==> config.mk <==
export PLATFORM = sky130hd
export DESIGN_NAME = mdu_sequencer_flat
export DESIGN_NICKNAME = d
export VERILOG_FILES = /design/src/rtl/mdu_pkg.sv /design/src/rtl/mdu_sequencer_if.sv /design/src/rtl/mdu_step.sv /design/src/rtl/mdu_sequencer.sv /design/src/flat_wrapper.sv
export SDC_FILE = /design/constraint.sdc
export NUM_CORES = 1
export LEC_CHECK = 0
export CAP_MARGIN = 20
export CORE_MARGIN = 4
export CORE_UTILIZATION = 62
export CTS_CLUSTER_SIZE = 12
export DETAILED_ROUTE_END_ITERATION = 12
export GPL_TIMING_DRIVEN = 0
export PLACE_DENSITY = 0.87
export SETUP_SLACK_MARGIN = 0.3
export SLEW_MARGIN = 20
export SYNTH_ARGS = -nofsm -noshare
export SYNTH_HDL_FRONTEND = slang
export SYNTH_SLANG_ARGS = --single-unit
==> constraint.sdc <==
create_clock -name clk -period 5.5 [get_ports clk]
set_input_delay 0.825 -clock clk [delete_from_list [all_inputs] [get_ports clk]]
set_output_delay 0.825 -clock clk [all_outputs]
set_load 0.05 [all_outputs]
==> src/rtl/mdu_pkg.sv <==
// mdu_pkg: shared op encodings, FSM states and count sizing for the multiply/divide sequencer
package mdu_pkg;
  localparam int MDU_W  = 32;
  localparam int MDU_CW = $clog2(MDU_W);
  localparam logic [1:0] MDU_MULT  = 2'b00;
  localparam logic [1:0] MDU_MULTU = 2'b01;
  localparam logic [1:0] MDU_DIV   = 2'b10;
  localparam logic [1:0] MDU_DIVU  = 2'b11;
  typedef enum logic [1:0] {IDLE, RUN, FIX} state_e;
  function automatic int mdu_cw(int w);
    return $clog2(w);
  endfunction
endpackage

==> src/rtl/mdu_sequencer_if.sv <==
// mdu_sequencer_if: EX-stage issue/stall/result bundle between the pipeline and the mul/div sequencer
interface mdu_sequencer_if import mdu_pkg::*; #(parameter int WIDTH = MDU_W);
  logic             start;
  logic [1:0]       op;
  logic [WIDTH-1:0] rs_val;
  logic [WIDTH-1:0] rt_val;
  logic             mf_req;
  logic             flush;
  logic             busy;
  logic             stall;
  logic             done;
  logic             dz;
  logic [WIDTH-1:0] hi;
  logic [WIDTH-1:0] lo;
  modport master (output start, op, rs_val, rt_val, mf_req, flush,
                  input  busy, stall, done, dz, hi, lo);
  modport slave  (input  start, op, rs_val, rt_val, mf_req, flush,
                  output busy, stall, done, dz, hi, lo);
endinterface

==> src/rtl/mdu_step.sv <==
// mdu_step: one shift-add (mul) or restoring shift-subtract (div) iteration on {acc,low}
// The divide path and its select input exist only when MDU_DIV_EN is defined.
module mdu_step import mdu_pkg::*; #(parameter int WIDTH = MDU_W) (
`ifdef MDU_DIV_EN
  input  logic             div,
`endif
  input  logic [WIDTH-1:0] acc,
  input  logic [WIDTH-1:0] low,
  input  logic [WIDTH-1:0] m,
  output logic [WIDTH-1:0] acc_o,
  output logic [WIDTH-1:0] low_o
);
  logic [WIDTH:0] sum;
`ifdef MDU_DIV_EN
  logic [WIDTH:0] sh, dif;
`endif
  always_comb begin
    sum = {1'b0, acc} + (low[0] ? {1'b0, m} : '0);
    {acc_o, low_o} = {sum, low[WIDTH-1:1]};
`ifdef MDU_DIV_EN
    sh  = {acc, low[WIDTH-1]};
    dif = sh - {1'b0, m};
    if (div) {acc_o, low_o} = dif[WIDTH] ? {sh[WIDTH-1:0], low[WIDTH-2:0], 1'b0}
                                         : {dif[WIDTH-1:0], low[WIDTH-2:0], 1'b1};
`endif
  end
endmodule

==> src/rtl/mdu_sequencer.sv <==
// mdu_sequencer: iterative MULT/MULTU/DIV/DIVU unit owning HI/LO and the EX stall request
// Divide is built only with MDU_DIV_EN; otherwise DIV/DIVU complete in one cycle leaving HI/LO untouched.
module mdu_sequencer import mdu_pkg::*; #(parameter int WIDTH = MDU_W) (
  input logic            clk,
  input logic            rst_n,
  mdu_sequencer_if.slave bus
);
  localparam int CW = mdu_cw(WIDTH);
`ifdef MDU_DIV_EN
  localparam bit DIV_EN = 1'b1;
`else
  localparam bit DIV_EN = 1'b0;
`endif
  state_e state_q, state_d;
  logic [WIDTH-1:0] acc_q, acc_d, low_q, low_d, m_q, m_d, hi_q, hi_d, lo_q, lo_d;
  logic [WIDTH-1:0] acc_s, low_s, ra, rb, qf, rf;
  logic [2*WIDTH-1:0] mag, prod;
  logic [CW-1:0] cnt_q, cnt_d;
  logic [1:0] op_q, op_d;
  logic ng_q, ng_d, ngr_q, ngr_d, dz_q, dz_d, done_q, done_d;
  logic sgn, skip, dv;
  mdu_step #(.WIDTH(WIDTH)) u_step (
`ifdef MDU_DIV_EN
    .div(dv),
`endif
    .acc(acc_q), .low(low_q), .m(m_q), .acc_o(acc_s), .low_o(low_s));
  assign bus.busy  = state_q != IDLE;
  assign bus.stall = bus.busy && (bus.mf_req || bus.start);
  assign bus.done  = done_q;
  assign bus.dz    = dz_q;
  assign bus.hi    = hi_q;
  assign bus.lo    = lo_q;
  always_comb begin
    sgn   = ~bus.op[0];
    skip  = !DIV_EN && bus.op[1];
    dv    = DIV_EN && op_q[1];
    ra    = (sgn && bus.rs_val[WIDTH-1]) ? -bus.rs_val : bus.rs_val;
    rb    = (sgn && bus.rt_val[WIDTH-1]) ? -bus.rt_val : bus.rt_val;
    mag   = {acc_q, low_q};
    prod  = ng_q ? -mag : mag;
    qf    = ng_q ? -low_q : low_q;
    rf    = ngr_q ? -acc_q : acc_q;
    state_d = state_q;
    acc_d   = acc_q;
    low_d   = low_q;
    m_d     = m_q;
    cnt_d   = cnt_q;
    op_d    = op_q;
    ng_d    = ng_q;
    ngr_d   = ngr_q;
    hi_d    = hi_q;
    lo_d    = lo_q;
    dz_d    = dz_q;
    done_d  = 1'b0;
    if (state_q == IDLE && bus.start && !bus.flush) begin
      state_d = skip ? IDLE : RUN;
      done_d  = skip;
      dz_d    = DIV_EN && bus.op[1] && bus.rt_val == '0;
      acc_d   = '0;
      cnt_d   = '0;
      op_d    = bus.op;
      low_d   = bus.op[1] ? ra : rb;
      m_d     = bus.op[1] ? rb : ra;
      ng_d    = sgn && (bus.rs_val[WIDTH-1] ^ bus.rt_val[WIDTH-1]);
      ngr_d   = sgn && bus.rs_val[WIDTH-1];
    end else if (state_q == RUN) begin
      state_d = bus.flush ? IDLE : (cnt_q == CW'(WIDTH-1) ? FIX : RUN);
      acc_d   = acc_s;
      low_d   = low_s;
      cnt_d   = cnt_q + CW'(1);
    end else if (state_q == FIX) begin
      state_d = IDLE;
      done_d  = !bus.flush;
      hi_d    = bus.flush ? hi_q : (dv ? rf : prod[2*WIDTH-1:WIDTH]);
      lo_d    = bus.flush ? lo_q : (dv ? qf : prod[WIDTH-1:0]);
    end
  end
  always_ff @(posedge clk or negedge rst_n) begin
    if (!rst_n) begin
      state_q <= IDLE;
      acc_q   <= '0;
      low_q   <= '0;
      m_q     <= '0;
      cnt_q   <= '0;
      op_q    <= '0;
      ng_q    <= 1'b0;
      ngr_q   <= 1'b0;
      hi_q    <= '0;
      lo_q    <= '0;
      dz_q    <= 1'b0;
      done_q  <= 1'b0;
    end else begin
      state_q <= state_d;
      acc_q   <= acc_d;
      low_q   <= low_d;
      m_q     <= m_d;
      cnt_q   <= cnt_d;
      op_q    <= op_d;
      ng_q    <= ng_d;
      ngr_q   <= ngr_d;
      hi_q    <= hi_d;
      lo_q    <= lo_d;
      dz_q    <= dz_d;
      done_q  <= done_d;
    end
  end
endmodule
==> src/flat_wrapper.sv <==
// flat-port wrapper written by rule: the top's interface ports become plain ports
module mdu_sequencer_flat import mdu_pkg::*;
#(parameter int WIDTH = MDU_W)
  (clk, rst_n, bus_start, bus_op, bus_rs_val, bus_rt_val, bus_mf_req, bus_flush, bus_busy, bus_stall, bus_done, bus_dz, bus_hi, bus_lo);
  mdu_sequencer_if #(.WIDTH(WIDTH)) bus_i ();
  input logic clk;
  input logic rst_n;
  input wire logic [$bits(bus_i.start)-1:0] bus_start;
  input wire logic [$bits(bus_i.op)-1:0] bus_op;
  input wire logic [$bits(bus_i.rs_val)-1:0] bus_rs_val;
  input wire logic [$bits(bus_i.rt_val)-1:0] bus_rt_val;
  input wire logic [$bits(bus_i.mf_req)-1:0] bus_mf_req;
  input wire logic [$bits(bus_i.flush)-1:0] bus_flush;
  output wire logic [$bits(bus_i.busy)-1:0] bus_busy;
  output wire logic [$bits(bus_i.stall)-1:0] bus_stall;
  output wire logic [$bits(bus_i.done)-1:0] bus_done;
  output wire logic [$bits(bus_i.dz)-1:0] bus_dz;
  output wire logic [$bits(bus_i.hi)-1:0] bus_hi;
  output wire logic [$bits(bus_i.lo)-1:0] bus_lo;
  assign bus_i.start = bus_start;
  assign bus_i.op = bus_op;
  assign bus_i.rs_val = bus_rs_val;
  assign bus_i.rt_val = bus_rt_val;
  assign bus_i.mf_req = bus_mf_req;
  assign bus_i.flush = bus_flush;
  assign bus_busy = bus_i.busy;
  assign bus_stall = bus_i.stall;
  assign bus_done = bus_i.done;
  assign bus_dz = bus_i.dz;
  assign bus_hi = bus_i.hi;
  assign bus_lo = bus_i.lo;
  mdu_sequencer #(.WIDTH(WIDTH)) u_core (.clk(clk), .rst_n(rst_n), .bus(bus_i));
endmodule
==> flow_metrics.env, run 1 <==
export IMPL_clock_sinks=169
export IMPL_maximum_number_of_pins_on_one_net_before_global_route_repair=102
export IMPL_cts_hold_buf=0
export IMPL_groute_layer_met3_usage_pct=6.94
export IMPL_postCtsResizedCells=0
export IMPL_dr_pass1_iters=8
export IMPL_cp_startpoint="u_core.low_q[2]"
export IMPL_globalRouteTotalUtil_pct=36.1
export IMPL_accumulated_negative_setup_slack_ns=0
export IMPL_cp_end_kind="register"
export IMPL_place_hpwl_um=30600
export IMPL_cp_max_fo=7
export IMPL_critical_path_endpoint="u_core.bus.hi[27]"
export IMPL_grt_pass1_vias=11000
export IMPL_fp_dieArea_um2=21300
export IMPL_critical_path_rt_ns=5.83
export IMPL_syn_inst=1406
export IMPL_fp_dieW_um=146
export IMPL_port_buffer_count=136
export IMPL_count_of_flip_flops_with_a_built_in_enable_after_synthesis=0
export IMPL_synth_net_count=1518
export IMPL_arrival_ns=4.12
export IMPL_drt_initial_drc_count=1391
export IMPL_yosys_most_used_dff="sky130_fd_sc_hd__dfrtp_1"
export IMPL_mostFrequentLayoutCells="sky130_fd_sc_hd__nand2_1, sky130_fd_sc_hd__dfrtp_1, sky130_fd_sc_hd__o21ai_0"
export IMPL_r2r_start="u_core.low_q[2]"
export IMPL_final_max_slew_viol_count=0
export IMPL_run_status="finished, final reports clean"
export IMPL_final_hold_viol_count=0
export IMPL_finalNetCount=1674
export IMPL_post_cts_buffers=0
export IMPL_ant_nets=0
export IMPL_fmaxAchievable_ghz=0.264
export IMPL_reg2reg_slack_ns=1.71
export IMPL_grt_first_pass_wirelength_um=61000
export IMPL_mean_cell_area_of_the_mapped_netlist_um2=8.39
export IMPL_post_dp_cell_area_um2=13500
export IMPL_synth_async_sr_flop_share_pct=100
export IMPL_clock_path_buffers=2
export IMPL_total_leakage_power_nw=5.90
export IMPL_crit_path_cell_trace="clkbuf_1 > nor4_1 > nand4b_1 > or2_4 > or4b_4 > or4_1 > buf_2 > o41ai_2 > xor2_1 > o21ai_1"
export IMPL_post_synth_num_cell_types=69
export IMPL_floorplan_io_pins=139
export IMPL_hold_slack_ns=0.314
export IMPL_tritoncts="done"
export IMPL_fillerInstances=1373
export IMPL_power_density_nw_per_um2=479
export IMPL_final_layout_size_suffix_gt1_share_pct=3.94
export IMPL_wl_um=39000
export IMPL_detailroute_via_count=11700
export IMPL_busiest_layer="met2"
export IMPL_instances_no_fill=1809
export IMPL_cts_clk_slew_worst_paths_ns=0.08
export IMPL_cts_inserted_buffers=17
export IMPL_critPathKind="reg -> reg"
export IMPL_area_delta_synth_final_pct=19.2
export IMPL_post_drt_via_cell_ratio=6.44
export IMPL_setup_worst_path_start_class="register"
export IMPL_routed_wire_length_per_instance_um=21.6
export IMPL_fp_row_count=50
export IMPL_final_core_utilization_pct=75.2
export IMPL_ctsRootBufferMaster="sky130_fd_sc_hd__clkbuf_16"
export IMPL_globalRoute_totalOverflow=0
export IMPL_grt_met1_usage_pct=50.9
export IMPL_groute_layer_met2_usage_pct=56.4
export IMPL_finClkSkew_ns=0.0154
export IMPL_postLayoutCellArea_um2=14100
export IMPL_timing_final_crit_share_pct=68.9
export IMPL_floorplan_initialDensity_pct=63.1
export IMPL_report_final_setup_viol=0
export IMPL_post_place_cells=1777
export IMPL_min_path_type="in -> async"
export IMPL_yosys_register_bits=169
export IMPL_post_synth_instance_area_um2=11800
export IMPL_max_slew_margin_pct=37.9
export IMPL_r2r_end="u_core.bus.hi[27]"
export IMPL_delay_contributed_by_the_slowest_stage_of_the_critical_path_ns=0.79
export IMPL_layout_min_cycle_time_ns=3.79
export IMPL_core_um2=18700
export IMPL_clock_latency_ns=0.45
export IMPL_rsz0062_at_grt="no"
export IMPL_critical_path_slowest_cell="sky130_fd_sc_hd__nor4_1"
export IMPL_max_cap_violations=0
export IMPL_worst_r2r_path_depth=10
export IMPL_final_common_cell="sky130_fd_sc_hd__nand2_1"
export IMPL_worstMarginPinSlew_ns=0.923
export IMPL_die_height_um=146
export IMPL_clock_tree_htree_level_count=4
export IMPL_yosysSeqAreaShare_pct=35.8
export IMPL_final_routed_drc_violation_total=0
export IMPL_antenna_diode_count=0
export IMPL_vdd_ir_drop_worst_uv=334
export IMPL_antenna_found_initial=0
export IMPL_global_placer_s_final_weighted_congestion=0.983
export IMPL_ys_warnings_count=0
where the power goes:
| group | switching [mW] | internal, mW |
|---|---|---|
| logic | 2.06 | 1.34 |
| registers | 0.533 | 1.63 |
| clock network | 0.574 | 0.604 |
| total | 3.16 | 3.58 |
Yosys cell counts (5+ instances only):
cell	number	area, µm²
sky130_fd_sc_hd__a211oi_1	10	75.1
sky130_fd_sc_hd__a21o_1	19	143
sky130_fd_sc_hd__a21oi_1	89	445
sky130_fd_sc_hd__a222oi_1	5	50.1
sky130_fd_sc_hd__a31oi_1	7	43.8
sky130_fd_sc_hd__and2_1	35	219
sky130_fd_sc_hd__and3_1	7	43.8
sky130_fd_sc_hd__buf_1	9	33.8
sky130_fd_sc_hd__clkbuf_1	71	267
sky130_fd_sc_hd__dfrtp_1	169	4230
sky130_fd_sc_hd__ha_1	40	500
sky130_fd_sc_hd__inv_1	20	75.1
sky130_fd_sc_hd__mux2i_1	50	500
sky130_fd_sc_hd__nand2_1	173	649
sky130_fd_sc_hd__nand2b_1	10	62.6
sky130_fd_sc_hd__nand3_1	17	85.1
sky130_fd_sc_hd__nand3b_1	14	105
sky130_fd_sc_hd__nand4_1	11	68.8
sky130_fd_sc_hd__nor2_1	120	450
sky130_fd_sc_hd__nor2b_1	12	75.1
sky130_fd_sc_hd__nor3_1	21	105
sky130_fd_sc_hd__nor4_1	11	68.8
sky130_fd_sc_hd__o211ai_1	25	188
sky130_fd_sc_hd__o21ai_0	167	836
sky130_fd_sc_hd__o21bai_1	6	45.0
sky130_fd_sc_hd__o221ai_1	7	61.3
sky130_fd_sc_hd__o31ai_1	22	165
sky130_fd_sc_hd__o41ai_1	16	140
sky130_fd_sc_hd__or2_2	6	37.5
sky130_fd_sc_hd__or3_1	13	81.3
sky130_fd_sc_hd__or4_1	13	97.6
sky130_fd_sc_hd__xnor2_1	54	473
sky130_fd_sc_hd__xor2_1	92	806
area by class of cell:
type / instances / area [µm²] / share of cell area (%)
multi-input combinational: 1130 / 7150 / 50.8
clock buffer: 17 / 425 / 3.02
inverter: 20 / 75.1 / 0.534
clock inverter: 15 / 153 / 1.08
sequential: 169 / 4230 / 30.1
buffer: 87 / 348 / 2.47
tap: 234 / 293 / 2.08
timing repair buffer: 137 / 1390 / 9.91
per-stage QoR:
step | power [mW] | setup slack, ns
CTS | 6.64 | 1.76
global route | 7.14 | 1.53
detailed placement | 5.44 | 1.41
finish | 6.74 | 1.71
global placement | 5.32 | -3.03
floorplan | 4.39 | 2.13
how the worst min path moves through the flow:
stage                        start  slack, ns           endpoint
finish                       rst_n       0.31  u_core.bus.lo[17]
detailed placement  u_core.m_q[17]       0.46     u_core.m_q[17]
global route                 rst_n       0.36  u_core.bus.lo[17]
global placement    u_core.m_q[20]       0.45     u_core.m_q[20]
CTS                          rst_n       0.34  u_core.bus.lo[17]
floorplan           u_core.m_q[20]       0.44     u_core.m_q[20]
flip-flops by register name, indices dropped and copies added (netlist names):
register	count
u_core.bus.lo	32
u_core.bus.done	1
u_core.ng_q	1
u_core.low_q	32
u_core.m_q	32
u_core.state_q	2
u_core.acc_q	32
u_core.bus.hi	32
u_core.cnt_q	5
worst max-delay path, delay by kind of cell (launching register included):
| family | cells | cell delay, ns |
|---|---|---|
| AO/OA/AOI/OAI | 2 | 0.38 |
| XOR/XNOR | 1 | 0.23 |
| buffers and inverters | 2 | 0.35 |
| flip-flops | 1 | 0.36 |
| AND/OR/NAND/NOR | 5 | 2.35 |
cells by family after synthesis:
logic type / after synthesis / synth area share [%]
and+or+nand+nor: 485 / 19.9
AOI/OAI and AO/OA: 406 / 21.0
DFF: 169 / 35.8
xor gates and xnor gates: 146 / 10.8
buffers and inverters: 107 / 3.58
muxes: 51 / 4.34
adders and majority gates: 41 / 4.41
other: 1 / 0.0318
routing by layer:
| metal | part of all wire, % | routed length, µm |
|---|---|---|
| met3 | 9.9 | 3850 |
| met2 | 45 | 17500 |
| met4 | 3.3 | 1300 |
| met5 | 0 | 0 |
| met1 | 42 | 16300 |
Note: power is estimated with default switching activity, not from simulation.
==> run 2, diff against run 1 <==
--- a/config.mk
+++ b/config.mk
@@ -7,11 +7,11 @@
 export LEC_CHECK = 0
 export CAP_MARGIN = 20
 export CORE_MARGIN = 4
-export CORE_UTILIZATION = 62
+export CORE_UTILIZATION = 57
 export CTS_CLUSTER_SIZE = 12
 export DETAILED_ROUTE_END_ITERATION = 12
 export GPL_TIMING_DRIVEN = 0
-export PLACE_DENSITY = 0.87
+export PLACE_DENSITY = 0.81
 export SETUP_SLACK_MARGIN = 0.3
 export SLEW_MARGIN = 20
 export SYNTH_ARGS = -nofsm -noshare
==> constraint.sdc (replaced) <==
create_clock -name clk -period 3.9 [get_ports clk]
set_input_delay 0.585 -clock clk [delete_from_list [all_inputs] [get_ports clk]]
set_output_delay 0.585 -clock clk [all_outputs]
set_load 0.05 [all_outputs]
==> run 2 against run 1 <==
  * Largest power group unchanged
  * Routed wire length decreased by 0.12%
  * Highest routed layer unchanged
  * Sequential power increased by 41%
  * Largest cell class unchanged
  * Die area is 8.3% higher
  * Sequential share of layout area decreased by 0.41 points
  * Cell area grew 1.4%
  * Global-route usage is 3.2 points lower
  * Final cell count grew 2.3%
==> flow_metrics.env, run 2 (synthesis gave the netlist of run 1 again) <==
export IMPL_globalRoute_totalOverflow=0
export IMPL_routed_wire_length_per_instance_um=21.1
export IMPL_fp_dieArea_um2=23100
export IMPL_global_placer_s_final_weighted_congestion=0.982
export IMPL_ant_nets=0
export IMPL_power_density_nw_per_um2=674
export IMPL_final_routed_drc_violation_total=0
export IMPL_cts_clk_slew_worst_paths_ns=0.08
export IMPL_clock_path_buffers=2
export IMPL_critical_path_top_cell_by_count="sky130_fd_sc_hd__or4_4"
export IMPL_cp_end_kind="register"
export IMPL_worstMarginPinSlew_ns=0.888
export IMPL_maximum_number_of_pins_on_one_net_before_global_route_repair=87
export IMPL_port_buffer_count=136
export IMPL_clock_sinks=169
export IMPL_core_um2=20300
export IMPL_fp_row_count=52
export IMPL_total_leakage_power_nw=5.97
export IMPL_max_cap_violations=0
export IMPL_hold_slack_ns=0.106
export IMPL_grt_pass1_vias=10800
export IMPL_antenna_found_initial=0
export IMPL_r2r_start="u_core.low_q[12]"
export IMPL_cp_max_fo=6
export IMPL_report_final_setup_viol=0
export IMPL_critical_path_top_delay_family="simple AND/OR/NAND/NOR gates"
export IMPL_floorplan_io_pins=139
export IMPL_final_max_slew_viol_count=0
export IMPL_fp_dieW_um=152
export IMPL_final_layout_size_suffix_gt1_share_pct=5.06
export IMPL_critical_path_slowest_cell="sky130_fd_sc_hd__or4_4"
export IMPL_layout_min_cycle_time_ns=3.53
export IMPL_fmaxAchievable_ghz=0.283
export IMPL_place_hpwl_um=30700
export IMPL_timing_final_crit_share_pct=90.6
export IMPL_finalNetCount=1680
export IMPL_min_path_type="in -> async"
export IMPL_final_common_cell="sky130_fd_sc_hd__nand2_1"
export IMPL_fillerInstances=1659
export IMPL_reg2reg_slack_ns=0.37
export IMPL_critical_path_buf_inv_count=1
export IMPL_floorplan_initialDensity_pct=58.1
export IMPL_drt_initial_drc_count=1239
export IMPL_arrival_ns=3.86
export IMPL_grt_first_pass_wirelength_um=60900
export IMPL_accumulated_negative_setup_slack_ns=0
export IMPL_clock_latency_ns=0.45
export IMPL_delay_contributed_by_the_slowest_stage_of_the_critical_path_ns=0.56
export IMPL_cts_inserted_buffers=17
export IMPL_final_hold_viol_count=0
export IMPL_seq_area_um2=4230
export IMPL_antenna_diode_count=0
export IMPL_cp_startpoint="u_core.low_q[12]"
export IMPL_worst_r2r_path_depth=9
export IMPL_setup_worst_path_start_class="register"
export IMPL_area_occupied_by_multi_input_gates_um2=7230
export IMPL_detailroute_via_count=11500
export IMPL_ctsRootBufferMaster="sky130_fd_sc_hd__clkbuf_16"
export IMPL_max_slew_margin_pct=40.8
export IMPL_tritoncts="done"
export IMPL_rsz0062_at_grt="yes"
export IMPL_die_height_um=152
export IMPL_crit_path_cell_trace="or4_4 > or4_4 > or2_4 > or4b_4 > or4_4 > buf_6 > o41ai_4 > xor2_1 > o21ai_1"
export IMPL_vdd_ir_drop_worst_uv=370
export IMPL_dr_pass1_iters=6
export IMPL_r2r_end="u_core.bus.hi[27]"
export IMPL_globalRouteTotalUtil_pct=32.9
export IMPL_critPathKind="reg -> reg"
export IMPL_area_delta_synth_final_pct=20.9
export IMPL_wl_um=39000
export IMPL_run_status="finished, final reports clean"
export IMPL_post_drt_via_cell_ratio=6.20
export IMPL_clock_tree_htree_level_count=4
export IMPL_mostFrequentLayoutCells="sky130_fd_sc_hd__nand2_1, sky130_fd_sc_hd__dfrtp_1, sky130_fd_sc_hd__o21ai_0"
export IMPL_critical_path_rt_ns=4.23
export IMPL_finClkSkew_ns=0.0139
## run 2: worst max-delay path by stage
stage                     depth (start not counted)                end
final                                             9  u_core.bus.hi[27]
after global routing                             12   u_core.acc_q[29]
after CTS                                        12   u_core.acc_q[29]
after detailed placement                         11     u_core.m_q[18]
after global placement                            1   u_core.bus.lo[2]
after floorplan                                   9  u_core.bus.hi[27]
## run 2: through the flow
step	util, %	total power, mW	instance area, µm²	setup slack, ns	cells
floorplan	-	6.20	11800	0.531	1406
finish	70.3	9.62	14300	0.366	1851
global route	70.3	10.2	14300	0.168	1851
CTS	69.9	9.44	14200	0.303	1849
detailed placement	66.7	7.68	13500	0.0316	1814
global placement	66.5	7.55	13500	-4.54	1812
## run 2: timing repair
action,CTS,global route
buffers inserted,3,2
pin swaps,4,4
hold buffers,0,0
resized for setup,3,19
endpoints found under the setup margin,8,14
## run 2: report_power, final
group          switching, mW  internal, mW
combinational           2.91          1.93
clock                  0.861         0.866
sequential             0.749          2.30
total                   4.52          5.10
## run 2: per-layer routing
metal | vias to the layer above | GRT usage, % | part of all wire, % | wire length (µm)
met3 | 67 | 6.51 | 9.4 | 3660
met4 | 0 | 8.43 | 2.3 | 894
met5 | - | 0 | 0 | 0
met1 | 5525 | 47.6 | 43 | 16900
met2 | 542 | 51.0 | 45 | 17500
li1 | 5348 | - | - | -
## run 2: final cells by class
type | instances | area share, %
inverters | 20 | 0.526
clock buffers | 17 | 2.98
repair buffers | 143 | 10.1
plain buffers | 87 | 2.50
multi-input cells | 1130 | 50.7
well taps | 270 | 2.37
clock inverters | 15 | 1.24
flip-flops and latches | 169 | 29.6
## run 2: worst register-to-register path: cells and delay by family (launching register included)
| family | cells | cell delay, ns |
|---|---|---|
| AOI/OAI and AO/OA | 2 | 0.29 |
| xor gates and xnor gates | 1 | 0.27 |
| buffers and inverters | 1 | 0.16 |
| DFF | 1 | 0.39 |
| and+or+nand+nor | 5 | 2.29 |
